### src/rtl/sfx_pkg.sv
// Shared types and constants for the sound-effect player.
// State encoding, sound_id codes, counter widths and default timing.
package sfx_pkg;

    localparam int DUR_W  = 24;
    localparam int HALF_W = 20;

    localparam int DEF_HALF_A = 56818;
    localparam int DEF_HALF_B = 28409;
    localparam int DEF_DUR    = 5000000;

    typedef enum logic [1:0] {
        ST_IDLE   = 2'd0,
        ST_TONE_A = 2'd1,
        ST_TONE_B = 2'd2
    } state_e;

    localparam logic [1:0] SID_IDLE = 2'd0;
    localparam logic [1:0] SID_A    = 2'd1;
    localparam logic [1:0] SID_B    = 2'd2;

endpackage

### src/rtl/tone_gen.sv
// Half-period counter plus toggle flop producing a square wave.
// wave_nxt_o is the value the toggle flop takes on the next edge.
module tone_gen
    import sfx_pkg::*;
(
    input  logic              clk,
    input  logic              reset,
    input  logic              restart_i,
    input  logic              enable_i,
    input  logic [HALF_W-1:0] half_i,
    output logic              wave_nxt_o
);

    logic [HALF_W-1:0] cnt_q, cnt_d;
    logic              wave_q, wave_d;

    always_comb begin
        cnt_d  = cnt_q;
        wave_d = wave_q;
        if (restart_i) begin
            cnt_d  = '0;
            wave_d = 1'b0;
        end else if (enable_i) begin
            if (cnt_q == half_i - 1'b1) begin
                cnt_d  = '0;
                wave_d = ~wave_q;
            end else begin
                cnt_d = cnt_q + 1'b1;
            end
        end
    end

    always_ff @(posedge clk) begin
        if (reset) begin
            cnt_q  <= '0;
            wave_q <= 1'b0;
        end else begin
            cnt_q  <= cnt_d;
            wave_q <= wave_d;
        end
    end

    assign wave_nxt_o = wave_d;

endmodule

### src/rtl/sfx_player.sv
// Two-tone sound-effect player: edge-triggered A/B tones with a
// one-deep pending A queued behind B, square-wave speaker drive.
module sfx_player
    import sfx_pkg::*;
#(
    parameter int HALF_A = DEF_HALF_A,
    parameter int HALF_B = DEF_HALF_B,
    parameter int DUR    = DEF_DUR
) (
    input  logic       clk,
    input  logic       reset,
    input  logic       trig_a,
    input  logic       trig_b,
    input  logic       mute,
    output logic       spkr,
    output logic       busy,
    output logic [1:0] sound_id
);

    if (HALF_A < 1 || HALF_A > (1 << HALF_W) - 1 ||
        HALF_B < 1 || HALF_B > (1 << HALF_W) - 1 ||
        DUR < 1 || DUR > (1 << DUR_W) - 1) begin : g_param_chk
        $error("sfx_player: HALF_A/HALF_B/DUR out of counter range");
    end

    localparam logic [DUR_W-1:0]  DUR_LAST = DUR_W'(DUR - 1);
    localparam logic [HALF_W-1:0] HA       = HALF_W'(HALF_A);
    localparam logic [HALF_W-1:0] HB       = HALF_W'(HALF_B);

    state_e           state_q, state_d;
    logic             pend_q, pend_d;
    logic [DUR_W-1:0] dur_q, dur_d;
    logic             prev_a_q, prev_b_q;
    logic             spkr_q, spkr_d;
    logic             edge_a, edge_b, last, start, wave_nxt;

    assign edge_a = trig_a & ~prev_a_q;
    assign edge_b = trig_b & ~prev_b_q;
    assign last   = (dur_q == DUR_LAST);

    always_comb begin
        state_d = state_q;
        pend_d  = pend_q;
        start   = 1'b0;
        unique case (state_q)
            ST_IDLE: begin
                if (edge_b) begin
                    state_d = ST_TONE_B;
                    start   = 1'b1;
                    pend_d  = edge_a;
                end else if (edge_a) begin
                    state_d = ST_TONE_A;
                    start   = 1'b1;
                end
            end
            ST_TONE_A: begin
                if (edge_b) begin
                    state_d = ST_TONE_B;
                    start   = 1'b1;
                    pend_d  = edge_a;
                end else if (edge_a) begin
                    start = 1'b1;
                end else if (last) begin
                    state_d = ST_IDLE;
                end
            end
            ST_TONE_B: begin
                if (edge_a) pend_d = 1'b1;
                if (edge_b) begin
                    start = 1'b1;
                end else if (last) begin
                    // Queued A plays straight after B without an idle gap
                    if (pend_q || edge_a) begin
                        state_d = ST_TONE_A;
                        start   = 1'b1;
                        pend_d  = 1'b0;
                    end else begin
                        state_d = ST_IDLE;
                    end
                end
            end
            default: state_d = ST_IDLE;
        endcase
    end

    always_comb begin
        dur_d = dur_q + 1'b1;
        if (start || state_d == ST_IDLE) dur_d = '0;
    end

    tone_gen u_tone (
        .clk       (clk),
        .reset     (reset),
        .restart_i (start || state_d == ST_IDLE),
        .enable_i  (1'b1),
        .half_i    ((state_d == ST_TONE_B) ? HB : HA),
        .wave_nxt_o(wave_nxt)
    );

    assign spkr_d = (state_d != ST_IDLE) && !mute && wave_nxt;

    always_ff @(posedge clk) begin
        if (reset) begin
            state_q  <= ST_IDLE;
            pend_q   <= 1'b0;
            dur_q    <= '0;
            prev_a_q <= 1'b1;
            prev_b_q <= 1'b1;
            spkr_q   <= 1'b0;
        end else begin
            state_q  <= state_d;
            pend_q   <= pend_d;
            dur_q    <= dur_d;
            prev_a_q <= trig_a;
            prev_b_q <= trig_b;
            spkr_q   <= spkr_d;
        end
    end

    always_comb begin
        sound_id = SID_IDLE;
        unique case (state_q)
            ST_TONE_A: sound_id = SID_A;
            ST_TONE_B: sound_id = SID_B;
            default:   sound_id = SID_IDLE;
        endcase
    end

    assign spkr = spkr_q;
    assign busy = (state_q != ST_IDLE);

endmodule
### config.mk
export PLATFORM = sky130hd
export DESIGN_NAME = sfx_player
export DESIGN_NICKNAME = d
export VERILOG_FILES = /design/src/rtl/sfx_pkg.sv /design/src/rtl/tone_gen.sv /design/src/rtl/sfx_player.sv
export SDC_FILE = /design/constraint.sdc
export NUM_CORES = 1
export LEC_CHECK = 0
export ABC_CLOCK_PERIOD_IN_PS = 6850
export CAP_MARGIN = 20
export CORE_MARGIN = 2
export CORE_UTILIZATION = 50
export DETAILED_ROUTE_END_ITERATION = 10
export PLACE_DENSITY = 0.77
export SLEW_MARGIN = 40
export SYNTH_ARGS = -nofsm -noshare
export SYNTH_HDL_FRONTEND = slang
export SYNTH_SLANG_ARGS = --single-unit
### constraint.sdc
create_clock -name clk -period 6.85 [get_ports clk]
set_clock_uncertainty 0.1 [all_clocks]
set_input_delay 0.685 -clock clk [delete_from_list [all_inputs] [get_ports clk]]
set_output_delay 0.685 -clock clk [all_outputs]
set_load 0.02 [all_outputs]
* After elaboration in Yosys (flattened, before gate mapping) *
Index checks and enable logic that the tools add are counted.

word-level totals
  flip-flop bits (word level) = 51
  output and inout port bits = 4

operators by class
  add/sub/neg operators = 3
  equality and inequality tests = 6
  muxes and demuxes = 25
  bitwise operators = 5
  reduce and logical (&&, ||, !) cells = 14

operators with widths
  kind                     number
  $add A24 B1 Y24 const B  1
  $eq A24 B23 Y1 const B   1
  $add A20 B1 Y20 const B  1
  $eq A20 B20 Y1           1
  $sub A16 B1 Y17 const B  1
  $mux W16                 1
  $mux W2                  7
  $mux W1                  13
  $pmux W2 S3              1
  $reduce_bool A2 Y1       3
  $eq A2 B2 Y1 const B     2
  $logic_not A2 Y1         2
  $pmux W1 S2              2
  $pmux W2 S2              1
  $reduce_or A2 Y1         2
  $not A1 Y1               3
  $reduce_or A3 Y1         1
  $and A1 B1 Y1            2
  $eq A2 B1 Y1 const B     1
  $logic_and A1 B1 Y1      2
  $logic_or A1 B1 Y1       2
  $ne A2 B1 Y1 const B     1
  $reduce_and A2 Y1        1
  $logic_not A1 Y1         1

* Logic depth before layout (Yosys ltp) *
Gate-level depths: netlist of the first run.

  depth in word-level cells = 14
  mapped depth = 8
  depth with buffers taken out = 6

* Hierarchy *
A second synthesis of the first run with hierarchy kept.

unflattened totals
  cells, all modules = 404
  area total of the unflattened synthesis = 3300.7 sq um

by module, submodules not included
  module      instances  cells an instance  area an instance (sq um)
  tone_gen    1          227                1780.5
  sfx_player  1          177                1520.2

* Worst setup path after synthesis of the first run *
No wires, ideal clock.

  kind = input-to-reg
  start = input port trig_b
  end = register spkr_q, in the netlist spkr
  library setup time = 0.072 ns
  arrival = 2.113 ns
  required time = 6.678 ns
  slack = 4.564 ns
  stages on the path = 5
  cell sequence = and2b_2 or4_4 o31ai_4 mux2i_1 mux2i_1

between the ends
  cells in the longest elaborated chain, start to end = 10

RTL lines
  item                        line                                                  source
  from (decl)                 sfx_player.sv:13                                      input logic trig_b,
  $and A1 B1 Y1 *             sfx_player.sv:38                                      assign edge_b = trig_b & ~prev_b_q;
  $mux W2 (on tied branches)  sfx_player.sv:69, sfx_player.sv:47, sfx_player.sv:57
  $pmux W2 S3                 sfx_player.sv:45                                      unique case (state_q)
  $eq A2 B2 Y1                sfx_player.sv:96                                      .half_i ((state_d == ST_TONE_B) ? HB : HA),
  $mux W16                    sfx_player.sv:96
  $sub A16 B1 Y17             tone_gen.sv:24                                        if (cnt_q == half_i - 1'b1) begin
  $eq A20 B20 Y1              tone_gen.sv:24
  $mux W1                     tone_gen.sv:24
  $mux W1                     tone_gen.sv:20                                        if (restart_i) begin
  $logic_and A1 B1 Y1 *       sfx_player.sv:100                                     assign spkr_d = (state_d != ST_IDLE) && !mute && wave_nxt;
  to (signal assigned)        sfx_player.sv:116                                     spkr_q <= spkr_d;
  to (decl)                   sfx_player.sv:34                                      logic spkr_q, spkr_d;

Mark *: on every way between the ends. The rest lies on a longest branch, timed or not.
A chain may end at the register's enable or synchronous reset.

* Worst setup path in the final report of the first run *
  start = input port trig_b
  end = register u_tone.wave_q

between the ends
  cells in the longest elaborated chain, start to end = 9

RTL lines
  item                        line                                                  source
  $and A1 B1 Y1 *             sfx_player.sv:38
  $mux W2 (on tied branches)  sfx_player.sv:69, sfx_player.sv:47, sfx_player.sv:57
  $pmux W2 S3                 sfx_player.sv:45
  $eq A2 B2 Y1                sfx_player.sv:96
  $mux W16                    sfx_player.sv:96
  $sub A16 B1 Y17             tone_gen.sv:24
  $eq A20 B20 Y1              tone_gen.sv:24
  $mux W1                     tone_gen.sv:24
  $mux W1 *                   tone_gen.sv:20
  to (signal assigned)        tone_gen.sv:39                                        wave_q <= wave_d;
  to (decl)                   tone_gen.sv:15                                        logic wave_q, wave_d;

Marks and branches as above.

==> results.ini, run 1 <==
[floorplan]
core_area_sq_mm=0.00466
start_util_pct=51.1
rows=25
ios=9
fp.dieArea_sq_mm=0.00534
die_w_microns=73.0
die_y_microns=73.0

[critical_path]
crit_chain=clkdlybuf4s50_1 > and2b_2 > or4_4 > o31ai_4 > mux2i_1 > mux2i_1
crit_slowest_cell=or4_4
crit_fanout=4
start_kind=primary input
arrival_ns=2.69
path_class=in2reg
cp_data_required_time_ns=6.98
worst_path_most_repeated_cell=mux2i_1
endpoint_kind=flop
critPathMaxStageDelay_ns=0.55

[sta]
hold_violations=0
setup_tns_ns=0
max_freq_mhz=391
whs_ns=0.377
fin_crit_sh_pct=37.4
rsz0062_at_grt=false
setup_viol_count_final=0
finalCriticalPeriod_ns=2.56
worst_pin_slew_ns=0.606
relSlewSlack_pct=59.4
final_max_slew_viol_count=0

[cts]
cts.sinks=51
clock_path_buffers=2
path_clk_slew_ns=0.10
postCtsResizedCells=0
numCtsBuffers=5
cts_root_buf=clkbuf_8
postCtsHoldBufs=0
cts_tree=done
clkLatencyLatePin_ns=0.31
htree_levels=2
post_cts_buffers=0

[power]
peakVddDrop_mv=0.0916
power_density_mw_per_mm2=215
p_leak_nw=0.811

[synth]
synth_top_area_cell=dfxtp_1
synth_cell_type_count=39
synth_seq_cells=51
async_flop_share_pct=0
synth_cells=270
synth.area.top_cells=dfxtp_1 43%, nor2_1 9.0%, xnor2_1 8.1%
synth_commonest_cells=57 x nor2_1, 51 x dfxtp_1, 22 x nand3_1, 22 x xnor2_1, 18 x xor2_1
synth.most_common_cell=nor2_1
syn-mean-instance-area_sq_um=8.83
synth_top_area_share_pct=42.8
netlist_area_sq_mm=0.00238
yosys_warnings=0
yosysSeqAreaShare_pct=42.8
synth_edf_count=0
syn-num-nets=277
ys.flop_type=dfxtp_1

[finish]
multiInputGateArea_sq_mm=0.00132
drive_gt1_share_pct=8.93
syn2layout_area_growth_pct=10.8
antenna_cells=0
seq_area_sq_mm=0.00102
final_nets=286
fillerInstances=397
final_util_pct=56.6

[global_routing]
grt_pass1_vias=1679
grt_first_pass_wirelength_microns=7210
grt_overflow_total=0
grt_use_total_pct=17.2
grt_max_degree=24
antenna_found_initial=0

[drt]
vias_per_cell=5.42
drc=0
avgRoutedWirePerCell_microns=12.5
dr.pass1.iters=4
vias=1811
drt-initial-drc-count=128
totalWireLength_microns=4170
ant_nets=0

[placement]
gp_congestion=0.789
dpl.hpwl_microns=2890
numPortBuffers=8

[hold_path]
hold_path.class=reg2reg

[run]
drv_cap=0

[outcome]
outcome=completed

kinds of logic (layout without fill, tap and decap cells):
group | Yosys count | after routing | synth area share, %
XOR/XNOR | 40 | 40 | 14.7
buffers and inverters | 11 | 21 | 3.04
adder cells (fa/ha/maj) | 2 | 2 | 1.05
AND/OR/NAND/NOR | 153 | 153 | 33.5
AO/OA/AOI/OAI | 8 | 8 | 2.78
flip-flops | 51 | 51 | 42.8
multiplexers | 5 | 5 | 2.10
per-layer routing:
layer,routed length [microns],part of all wire (%),GRT usage [%],up-vias
li1,-,-,-,936
met1,2120,51,21.8,841
met2,1850,44,27.6,27
met3,138,3.3,4.97,7
met4,57,1.4,6.17,0
met5,0,0,0,-
state kept, by name, indices dropped and copies added (netlist names):
name	cells
dur_q	24
u_tone.cnt_q	20
state_q	2
pend_q	1
prev_a_q	1
prev_b_q	1
spkr	1
u_tone.wave_q	1
power by group:
group | switching, W | internal [W] | total, W
Combinational | 0.0000106 | 0.00000897 | 0.0000196
Sequential | 0.00000173 | 0.000298 | 0.000300
Clock | 0.000102 | 0.000146 | 0.000248
Total | 0.000114 | 0.000453 | 0.000567
area by class of cell:
cell class / instances / share of cell area (%)
multi-input combinational: 208 / 49.9
sequential: 51 / 38.7
timing repair buffer: 8 / 3.03
clock buffer: 5 / 2.61
clock inverter: 3 / 2.56
tap: 54 / 2.56
inverter: 5 / 0.711
layout by cell type, fill, tap and decap left out, drive strengths merged, types with 2 or more instances in the layout:
| cell | Yosys | final |
|---|---|---|
| a21oi | 4 | 4 |
| and3 | 3 | 3 |
| nand4b | 3 | 3 |
| nor3 | 9 | 9 |
| xor2 | 18 | 18 |
| or2 | 6 | 6 |
| nor2 | 57 | 57 |
| nand4 | 6 | 6 |
| nand2 | 17 | 17 |
| nor3b | 4 | 4 |
| ha | 2 | 2 |
| nand3 | 22 | 22 |
| or3 | 2 | 2 |
| mux2i | 5 | 5 |
| bufinv | 0 | 2 |
| and4 | 3 | 3 |
| and2b | 2 | 2 |
| dfxtp | 51 | 51 |
| xnor2 | 22 | 22 |
| nor4 | 5 | 5 |
| inv | 5 | 5 |
| nor2b | 2 | 2 |
| clkbuf | 2 | 5 |
| or4 | 4 | 4 |
| clkdlybuf4s50 | 0 | 8 |
worst paths after layout:
path / slack [ns] / depth (start not counted) / endpoint / from
min reg2reg: 0.38 / 1 / dur_q[0] / dur_q[0]
min: 0.38 / 1 / dur_q[0] / dur_q[0]
max reg2reg: 4.39 / 5 / u_tone.wave_q / dur_q[15]
max: 4.29 / 6 / u_tone.wave_q / trig_b
metrics by stage:
stage,power [W],worst slack [ns],cell area [sq um],cells
after floorplan,0.000321,4.56,2380,270
after global placement,0.000326,3.92,2480,326
after detailed placement,0.000326,3.82,2480,326
after CTS,0.000570,4.16,2620,334
after global routing,0.000583,4.22,2640,334
final,0.000567,4.29,2640,334
critical path, delay by kind of cell:
family	cells	cell delay [ns]
and+or+nand+nor	2	0.79
AOI/OAI and AO/OA	1	0.23
buffers and inverters	1	0.42
muxes	2	0.57
Note: power is estimated with default switching activity, not from simulation.
==> inputs of run 2 (changes only) <==
- ABC_CLOCK_PERIOD_IN_PS: 6850 -> 2300
- PLACE_DENSITY: 0.77 -> 0.8
- clock period: 6.85 -> 2.3 ns (I/O delays scaled with it)
==> run 2 against run 1 <==
Against the previous run: the flow now finishes with violations (negative setup slack); sequential cell count unchanged; sequential power grew to 3.0 times the previous value; worst hold slack got worse by 0.0081 ns; cell count is 5.1% higher; critical path depth is 1 lower; highest routed layer unchanged.
==> results.ini, run 2 (synthesis gave the netlist of run 1 again) <==
[finish]
antenna_cells=0
drive_gt1_share_pct=14.5
finalNonFillerCells=351
final_nets=303
multiInputGateArea_sq_mm=0.00131
syn2layout_area_growth_pct=15.2
final_common_cell=nor2_1
largest-register=dur_q
top_regs=dur_q (24), u_tone.cnt_q (20), state_q (2)
largest_register_ffs=24
fin_area_sq_mm=0.00275
seq_area_sq_mm=0.00102
final_cell_mix=57 x nor2_1, 50 x dfxtp_1, 22 x nand3_1, 22 x xnor2_1, 18 x xor2_1
fillerInstances=404

[placement]
dpl.hpwl_microns=3110
numPortBuffers=8
dpl_worst_slack_ns=-0.0667
placedCellCount=342
place_area_sq_mm=0.00261
gp_congestion=0.806

[cts]
cts_tree=done
cts.sinks=51
post_cts_buffers=0
clock_path_buffers=2
cts_root_buf=clkbuf_8
clkLatencyLatePin_ns=0.31
postCtsHoldBufs=0
numCtsBuffers=5
path_clk_slew_ns=0.10
htree_levels=2

[critical_path]
start_kind=flop
r2r_slack_ns=-0.04
arrival_ns=2.49
cp_top_family=simple AND/OR/NAND/NOR gates
crit_fanout=2
worst_path_most_repeated_cell=or4_4
worst-path-buf-inv=0
path_class=reg2reg
rr_startpoint=dur_q[15]
crit_slowest_cell=or4_4
crit_chain=or4_4 > or4_4 > o31ai_4 > mux2i_2 > mux2i_1
r2r.worst_path.cells=5
cp_data_required_time_ns=2.44
endpoint_kind=flop
r2r-end=spkr
critPathMaxStageDelay_ns=0.55

[global_routing]
antenna_found_initial=0
grt_max_degree=24
grt_overflow_total=0
grt_use_total_pct=18.1
grt_pass1_vias=1741
grt_first_pass_wirelength_microns=7510

[sta]
rsz0062_at_grt=true
worst_pin_slew_ns=0.461
hold_violations=0
max_freq_mhz=426
worst_slack_ns=-0.0449
relSlewSlack_pct=69.0
finalCriticalPeriod_ns=2.34
final_max_slew_viol_count=0
setup_viol_count_final=2
setup_tns_ns=-0.0640
fin_crit_sh_pct=102

[power]
power_density_mw_per_mm2=581
peakVddDrop_mv=0.288
p_leak_nw=0.851

[outcome]
outcome=finished with violations
violations=negative setup slack

[drt]
vias=1930
drc=0
totalWireLength_microns=4740
drt-initial-drc-count=111
avgRoutedWirePerCell_microns=13.5
dr.pass1.iters=4
vias_per_cell=5.50
ant_nets=0

[floorplan]
rows=25
start_util_pct=51.1
fp.dieArea_sq_mm=0.00534
die_y_microns=73.0
core_area_sq_mm=0.00466
die_w_microns=73.0
ios=9

[hold_path]
holdPathStages=1
hold_end=dur_q[0]
hold_path.class=reg2reg
hold_start=dur_q[0]

[run]
drv_cap=0

## run 2: through the flow
| step | power, W | hold WS [ns] | utilization (%) |
|---|---|---|---|
| floorplan | 0.000955 | 0.202 | - |
| global placement | 0.000975 | 0.339 | 56.0 |
| detailed placement | 0.000976 | 0.347 | 56.0 |
| CTS | 0.00161 | 0.369 | 58.6 |
| global route | 0.00166 | 0.406 | 58.9 |
| finish | 0.00159 | 0.368 | 58.9 |
## run 2: cell type report
class                   instances  share of cell area [%]
inverters                       5                   0.684
well taps                      54                    2.46
flip-flops and latches         51                    37.2
multi-input cells             209                    47.7
repair buffers                 24                    7.75
clock buffers                   5                    2.51
clock inverters                 3                    1.69
## run 2: routing by layer
metal | track usage, % | vias to the layer above | part of all wire [%]
met1 | 22.7 | 907 | 47
met5 | 0 | - | 0
li1 | - | 973 | -
met3 | 4.42 | 11 | 3.8
met2 | 29.4 | 39 | 47
met4 | 7.61 | 0 | 2.3
## run 2: power breakdown
part / internal (W) / total (W) / switching [W] / leakage [nW]
Sequential: 0.000888 / 0.000893 / 0.00000492 / 0.412
Clock: 0.000328 / 0.000636 / 0.000308 / 0.0548
Combinational: 0.0000317 / 0.0000648 / 0.0000331 / 0.384
## run 2: worst max path at each step
stage,from,endpoint,depth (start not counted)
2_1_floorplan,dur_q[15],spkr,5
3_3_place_gp,trig_b,spkr,6
3_5_place_dp,trig_b,spkr,6
4_1_cts,dur_q[15],spkr,5
5_1_grt,dur_q[15],spkr,5
6_report,dur_q[15],spkr,5
## run 2: worst reg2reg max path: stages, from the launching register on
cell	delay, ns
dfxtp_2	0.35
or4_4	0.55
or4_4	0.54
o31ai_4	0.22
mux2i_2	0.31
mux2i_1	0.22
## run 2: what timing repair did
item / CTS / global route
resized for setup: 2 / 2
gates cloned: 0 / 1
pin swaps: 0 / 1
setup endpoints to repair: 2 / 13
==> inputs of run 3 (changes only) <==
- CORE_UTILIZATION: 50 -> 54
- PLACE_DENSITY: 0.8 -> 0.85
==> run 3 against run 2 <==
Against the previous run: the flow still finishes with violations (negative setup slack); total power is 4.5% lower; sequential share of layout area is 0.20 points higher; critical path depth stayed put; via count is 1.2% lower; cell count is 0.28% lower; wire length is 2.1% lower; global-route usage is 1.6 points higher; cell area is 0.55% lower; combinational power is 8.0% higher; highest routed layer unchanged.
==> results.ini, run 3 (synthesis gave the netlist of run 1 again) <==
[outcome]
outcome=finished with violations
violations=negative setup slack

[placement]
dpl.hpwl_microns=3160
placedCellCount=339
gp_congestion=0.830
place_area_sq_mm=0.00260
numPortBuffers=8

[critical_path]
rr_startpoint=dur_q[15]
cp_data_required_time_ns=2.44
path_class=reg2reg
arrival_ns=2.46
start_kind=flop
crit_fanout=2
r2r-end=u_tone.wave_q
r2r_slack_ns=-0.03
endpoint_kind=flop
r2r.worst_path.cells=5

[finish]
final_cell_mix=57 x nor2_1, 50 x dfxtp_1, 22 x nand3_1, 22 x xnor2_1, 18 x xor2_1
finalNonFillerCells=350
final_common_cell=nor2_1
final_nets=304
syn2layout_area_growth_pct=14.5
top_regs=dur_q (24), u_tone.cnt_q (20), state_q (2)
largest-register=dur_q
final_util_pct=63.6
drive_gt1_share_pct=14.1
largest_register_ffs=24
fin_area_sq_mm=0.00273
antenna_cells=0

[sta]
hold_violations=0
setup_tns_ns=-0.0413
rsz0062_at_grt=true
relSlewSlack_pct=68.5
setup_viol_count_final=2
max_freq_mhz=430
finalCriticalPeriod_ns=2.33
worst_pin_slew_ns=0.469
final_max_slew_viol_count=0
worst_slack_ns=-0.0268
fin_crit_sh_pct=101

[cts]
path_clk_slew_ns=0.09
htree_levels=2
numCtsBuffers=5
clkLatencyLatePin_ns=0.31
cts_root_buf=clkbuf_8
cts_tree=done
postCtsHoldBufs=0
cts.sinks=51
clock_path_buffers=2

[drt]
ant_nets=0
drc=0
vias_per_cell=5.45
drt-initial-drc-count=95
vias=1906
totalWireLength_microns=4640
avgRoutedWirePerCell_microns=13.3
dr.pass1.iters=4

[floorplan]
start_util_pct=55.5
fp.dieArea_sq_mm=0.00496
die_w_microns=70.4
die_y_microns=70.4
ios=9
rows=24
core_area_sq_mm=0.00429

[hold_path]
hold_end=dur_q[0]
hold_path.class=reg2reg
hold_start=dur_q[0]
holdPathStages=1

[global_routing]
grt_max_degree=24
grt_first_pass_wirelength_microns=7890
grt_pass1_vias=1823
antenna_found_initial=0
grt_overflow_total=0
grt_use_total_pct=19.7

[run]
drv_cap=0

[power]
power_density_mw_per_mm2=558
p_leak_nw=0.851
peakVddDrop_mv=0.236

-- run 3: changes by cell type in the layout (fill, tap and decap cells not counted) --
cell,change
clkbuf_1,+1
clkbuf_8,+2
bufinv_16,-1
clkinvlp_4,-1
inv_6,-1
or3_1,+1
buf_4,+1
or3_4,-1
-- run 3: layer usage --
metal / track usage (%) / up-vias / part of all wire (%)
met1: 24.4 / 882 / 46
met5: 0 / - / 0
li1: - / 975 / -
met3: 5.34 / 7 / 5.0
met4: 6.62 / 0 / 1.2
met2: 32.9 / 42 / 48
-- run 3: where the power goes --
part	internal [W]	total (W)	leakage, nW	switching (W)
Clock	0.000275	0.000559	0.0515	0.000284
Sequential	0.000888	0.000893	0.412	0.00000532
Combinational	0.0000349	0.0000700	0.387	0.0000351
Total	0.00120	0.00152	0.851	0.000324
-- run 3: worst max path at each step --
stage / end / from / cells past startpoint / slack [ns]
floorplan: spkr / dur_q[15] / 5 / 0.04
global placement: spkr / trig_b / 6 / -0.01
detailed placement: u_tone.wave_q / trig_b / 6 / -0.05
CTS: u_tone.wave_q / dur_q[15] / 5 / 0.008
global route: spkr / dur_q[15] / 5 / -0.10
finish: u_tone.wave_q / dur_q[15] / 5 / -0.03
-- run 3: worst max-delay path: stages, from the launching register on --
cell     delay, ns
dfxtp_2       0.33
or4_4         0.53
or4_4         0.53
o31ai_4       0.25
mux2i_2       0.31
mux2i_1       0.21
-- run 3: final cells by class --
class	count	area, sq um
tap	52	65.1
multi-input combinational	209	1300
sequential	51	1020
fill	338	1560
timing repair buffer	25	220
clock buffer	8	100
inverter	5	18.8
-- run 3: metrics by stage --
stage               power, W  setup WS, ns  hold WS [ns]
floorplan           0.000955        0.0417         0.202
CTS                  0.00153       0.00762         0.394
global route         0.00157        -0.101         0.428
finish               0.00152       -0.0268         0.395
global placement    0.000975       -0.0134         0.344
detailed placement  0.000977       -0.0457         0.373
-- run 3: timing repair --
item | 4_1_cts | 5_1_grt
resized for setup | 2 | 1
setup buffers | 1 | 1
endpoints found under the setup margin | 2 | 40
cloned | 0 | 1
pin swaps | 0 | 1
